===== src/rtl/vreg_serial_seq.sv =====
// rtl/vreg_serial_seq.sv - moves one whole vector between the vector register
// file serial port and data memory (load: mem->vreg, store: vreg->mem).
module vreg_serial_seq #(
   parameter int DATA_W  = 16,
   parameter int MADDR_W = 16,
   parameter int NELEM   = 16
) (
   input  logic               clk_i,
   input  logic               rst_n_i,
   input  logic               start_i,
   input  logic               op_i,
   input  logic [2:0]         vaddr_i,
   input  logic [MADDR_W-1:0] mem_base_i,
   output logic               busy_o,
   output logic               done_o,
   output logic [2:0]         addr_o,
   output logic               wr_s_o,
   output logic               rd_s_o,
   output logic [DATA_W-1:0]  data_in_s_o,
   input  logic [DATA_W-1:0]  data_out_s_i,
   output logic [MADDR_W-1:0] mem_addr_o,
   output logic               mem_rd_o,
   output logic               mem_wr_o,
   output logic [DATA_W-1:0]  mem_wdata_o,
   input  logic [DATA_W-1:0]  mem_rdata_i
);

   localparam int CNT_W = $clog2(NELEM);

   typedef enum logic [2:0] {
      S_IDLE,
      S_SETUP,
      S_STREAM,
      S_DRAIN,
      S_DONE
   } state_e;

   state_e             state_q, state_d;
   logic               op_q, op_d;
   logic [2:0]         addr_q, addr_d;
   logic [MADDR_W-1:0] base_q, base_d;
   logic [CNT_W-1:0]   k_q, k_d;
   logic               lag_q, lag_d;
   logic [CNT_W-1:0]   lag_k_q, lag_k_d;
   logic [MADDR_W-1:0] mem_addr_q, mem_addr_d;
   logic               stream;

   always_ff @(posedge clk_i or negedge rst_n_i) begin
      if (!rst_n_i) begin
         state_q    <= S_IDLE;
         op_q       <= 1'b0;
         addr_q     <= '0;
         base_q     <= '0;
         k_q        <= '0;
         lag_q      <= 1'b0;
         lag_k_q    <= '0;
         mem_addr_q <= '0;
      end else begin
         state_q    <= state_d;
         op_q       <= op_d;
         addr_q     <= addr_d;
         base_q     <= base_d;
         k_q        <= k_d;
         lag_q      <= lag_d;
         lag_k_q    <= lag_k_d;
         mem_addr_q <= mem_addr_d;
      end
   end

   always_comb begin
      state_d = state_q;
      op_d    = op_q;
      addr_d  = addr_q;
      base_d  = base_q;
      k_d     = k_q;
      // The second side of the transfer trails the first by one cycle.
      lag_d   = (state_q == S_STREAM);
      lag_k_d = k_q;
      case (state_q)
         S_IDLE: begin
            if (start_i) begin
               op_d    = op_i;
               addr_d  = vaddr_i;
               base_d  = mem_base_i;
               state_d = S_SETUP;
            end
         end
         S_SETUP: begin
            k_d     = '0;
            state_d = S_STREAM;
         end
         S_STREAM: begin
            k_d = k_q + CNT_W'(1);
            if (k_q == CNT_W'(NELEM - 1)) state_d = S_DRAIN;
         end
         S_DRAIN: state_d = S_DONE;
         S_DONE:  state_d = S_IDLE;
         default: state_d = S_IDLE;
      endcase
   end

   always_comb begin
      stream   = (state_q == S_STREAM);
      mem_rd_o = stream & ~op_q;
      rd_s_o   = stream & op_q;
      wr_s_o   = lag_q & ~op_q;
      mem_wr_o = lag_q & op_q;
      // Address holds its last value whenever no memory strobe is active.
      mem_addr_o = mem_addr_q;
      if (mem_rd_o)      mem_addr_o = base_q + MADDR_W'(k_q);
      else if (mem_wr_o) mem_addr_o = base_q + MADDR_W'(lag_k_q);
      mem_addr_d = mem_addr_o;
   end

   assign busy_o      = (state_q != S_IDLE);
   assign done_o      = (state_q == S_DONE);
   assign addr_o      = addr_q;
   assign data_in_s_o = mem_rdata_i;
   assign mem_wdata_o = data_out_s_i;

endmodule


===== config.mk =====
export PLATFORM = sky130hd
export DESIGN_NAME = vreg_serial_seq
export DESIGN_NICKNAME = d
export VERILOG_FILES = /design/src/rtl/vreg_serial_seq.sv
export SDC_FILE = /design/constraint.sdc
export NUM_CORES = 1
export LEC_CHECK = 0
export CELL_PAD_IN_SITES_DETAIL_PLACEMENT = 0
export CELL_PAD_IN_SITES_GLOBAL_PLACEMENT = 1
export CORE_MARGIN = 1.5
export CORE_UTILIZATION = 31
export CTS_CLUSTER_DIAMETER = 150
export DETAILED_ROUTE_END_ITERATION = 8
export PLACE_DENSITY_LB_ADDON = 0.1
export SLEW_MARGIN = 20
export SYNTH_ARGS = -nofsm -noshare
export SYNTH_HDL_FRONTEND = slang
export SYNTH_SLANG_ARGS = --single-unit

===== constraint.sdc =====
create_clock -name clk_i -period 6.2 [get_ports clk_i]
set_input_delay 0.62 -clock clk_i [delete_from_list [all_inputs] [get_ports clk_i]]
set_output_delay 0.62 -clock clk_i [all_outputs]
set_load 0.01 [all_outputs]

==> run_results.csv <==
group,metric,value,unit
run_status,outcome,"finished, final reports clean",
worst_setup_path,worstPathRequired,5.58,ns
synthesis,async_flop_share,100.0,%
final_layout,fin_cells,382,
route,drt-total-wl,5.967,mm
synthesis,synth_area,0.002646,mm2
worst_setup_path,worstSetupEndpointType,"output pin",
global_route,grt.total_usage,13.91,%
hold_path,hold_class,"in -> async",
synthesis,syn_nets,326,
synthesis,ys_seq_elements,48,
worst_setup_path,crit_type,"reg -> out",
route,viasPerCell,5.050,
global_route,grt_pass1_wl,9.694,mm
synthesis,syn_inst,260,
worst_setup_path,worstReg2RegStart,"base_q[0]$_DFFE_PN0P_",
synthesis,ys.flop_type,"dfrtp_1",
timing,worst_pin_slew,0.6233,ns
synthesis,yosysMostFrequentCell,"dfrtp_1",
place,io_buffers,47,
route,wl_per_cell,15.62,um
synthesis,ys_top_cells_by_area,"dfrtp_1, buf_4, mux2_2",
die,die_h,95.39,um
final_layout,layout-drive-gt1-share,11.55,%
synthesis,synth.avg_cell_area,10.18,um2
pwr,combPwrFrac,55.2,%
worst_setup_path,startpoint_type,"flop",
timing,post-route-min-period,3.895,ns
clock_tree,hold_buffers,0,
clock_tree,clkSinkCount,48,
die,dieArea,0.009099,mm2
timing,finalSetupTns,0,ns
pwr,p_clk_share,12.9,%
global_route,antenna_found_initial,0,
synthesis,synth_edf_count,0,
timing,setup_viol,0,
clock_tree,cts_tree,"built",
clock_tree,clock_latency,0.30,ns
timing,hold_viol,0,
final_layout,n_antenna_cell,0,
timing,rsz0062_at_grt,"no",
worst_setup_path,cp_max_fo,7,
route,dr.first_iter.drc_count,114,
clock_tree,clockRootBuffer,"clkbuf_8",
pwr,p_switching,0.7472,mW
route,vias,1929,
synthesis,synth_top_area_share,45.39,%
timing,final_max_slew_viol_count,0,
global_route,grt_pass1_vias,1865,
place,gp_congestion,0.7380,
pwr,swShare,39.97,%
pwr,p_per_area,602.4,mW/mm2
synthesis,ys_warn_count,0,
die,die_w,95.39,um
route,antenna_left,0,
pwr,power_frac_seq,31.8,%
timing,worst_slack,2.305,ns
worst_setup_path,arrival,3.27,ns
route,firstDrtPassIters,4,
clock_tree,clkSlewWorstSetupHoldPaths,0.09,ns
worst_setup_path,r2r_slack,3.66,ns
pwr,ir_drop,0.2040,mV
pwr,total_leakage_power,1.319,nW
clock_tree,htree_levels,2,
die,start_util,32.05,%
place,post-dp-hpwl,4.205,mm
timing,fmax,256.8,MHz
synthesis,yosys.cell_types.count,46,
die,boundaryPins,112,
synthesis,yosys-top-cells-count,"dfrtp_1, buf_4, o21ai_0",
synthesis,synth_seq_area_share,45.39,%
die,core-area,0.008258,mm2
clock_tree,numCtsBuffers,5,
place,place_ws,2.631,ns
die,rows,33,
clock_tree,cts_setup_buffers,0,
timing,slew_headroom,58.30,%
pwr,p_int,1.122,mW
synthesis,yosysTopAreaCell,"dfrtp_1",
final_layout,layout.nets,342,
timing,fin_skew,0.007595,ns
clock_tree,cts.path.max_buffers,2,
route,post-route-drc-count,0,
worst_setup_path,ff2ff_path_depth,7,
final_layout,area_delta_synth_final,17.26,%
timing,post-route-period-util,62.82,%
final_layout,nFillCells,854,
global_route,grt_overflow_total,0,
job,maxCapViolations,0,
worst_setup_path,r2r_end,"mem_addr_q[8]$_DFF_PN0_",
place,dp_cells,373,
global_route,grt_max_degree,49,
timing,hold_ws,0.4153,ns
clock_tree,cts-resized-gates,0,
metrics by stage:
| stage | util [%] | power, mW | cell area (um2) |
|---|---|---|---|
| detailed placement | 35.92 | 1.636 | 2967 |
| global route | 37.58 | 2.038 | 3103 |
| global placement | 35.92 | 1.632 | 2967 |
| CTS | 37.39 | 1.890 | 3088 |
| finish | 37.58 | 1.869 | 3103 |
| floorplan | - | 1.222 | 2646 |
state kept, by name (all words and copies together) (netlist names):
register and cells:
addr_o 3, base_q 16, k_q 4, lag_k_q 4, lag_q 1, mem_addr_q 16
op_q 1, state_q 3
cells by family (layout without fill, tap and decap cells):
logic type / Yosys count / after routing / synth area share, %
AO/OA/AOI/OAI: 72 / 72 / 17.21
buffers and inverters: 48 / 65 / 12.10
adder cells (fa/ha/maj): 11 / 11 / 5.768
multiplexers: 16 / 16 / 6.808
XOR/XNOR: 5 / 5 / 1.655
flip-flops: 48 / 48 / 45.39
AND/OR/NAND/NOR: 60 / 60 / 11.06
worst max path at each step:
stage / startpoint / to / slack [ns]
after detailed placement: base_q[0]$_DFFE_PN0P_ / mem_addr_o[8] / 2.63
after global routing: base_q[0]$_DFFE_PN0P_ / mem_addr_o[8] / 2.13
after global placement: k_q[0]$_DFFE_PN0P_ / mem_addr_o[6] / 2.74
final: base_q[0]$_DFFE_PN0P_ / mem_addr_o[8] / 2.31
after floorplan: k_q[0]$_DFFE_PN0P_ / mem_addr_o[8] / 3.41
after CTS: k_q[0]$_DFFE_PN0P_ / mem_addr_o[8] / 2.28
metal layers:
metal	GRT usage, %	up-vias	share of wire [%]
met4	4.657	0	1.0
met5	0	-	0
li1	-	930	-
met2	20.09	49	45
met1	20.53	941	49
met3	2.791	9	4.9
area by class of cell:
cell class / count / area, um2 / share of cell area, %
multi-input cells: 164 / 1131 / 36.45
repair buffers: 49 / 488.0 / 15.73
clock inverters: 2 / 38.79 / 1.250
well taps: 105 / 131.4 / 4.234
clock buffers: 6 / 82.58 / 2.661
flip-flops and latches: 48 / 1201 / 38.71
inverters: 8 / 30.03 / 0.9677
power groups by stage:
stage	Combinational, mW	Clock, mW	Sequential (mW)
2_1_floorplan	0.668	0	0.555
3_3_place_gp	1.03	0	0.603
3_5_place_dp	1.03	0	0.602
4_1_cts	1.04	0.253	0.597
5_1_grt	1.15	0.270	0.621
6_report	1.03	0.242	0.595
worst max-delay path, cell delays in order (launching register included):
cell,delay (ns)
dfrtp_1,0.41
ha_1,0.26
fa_1,0.43
a21o_1,0.18
a21oi_1,0.50
o21ai_0,0.13
and3_1,0.19
o21ai_0,0.27
clkdlybuf4s50_1,0.60
placed cells by master (no fill, tap or decap), drive strengths merged, types with 3 or more instances in the layout:
| master | count |
|---|---|
| dfrtp | 48 |
| clkdlybuf4s50 | 46 |
| o21ai | 24 |
| nand2 | 22 |
| mux2 | 16 |
| a21oi | 14 |
| nor2 | 13 |
| ha | 9 |
| inv | 8 |
| clkbuf | 6 |
| nor3 | 6 |
| nand3 | 5 |
| a21o | 4 |
| a211oi | 4 |
| a22oi | 4 |
| o22ai | 4 |
| and3 | 3 |
| o31ai | 3 |
| a211o | 3 |
| a31oi | 3 |
| xor2 | 3 |
| buf | 3 |
Power figures use the tool's default switching activity.
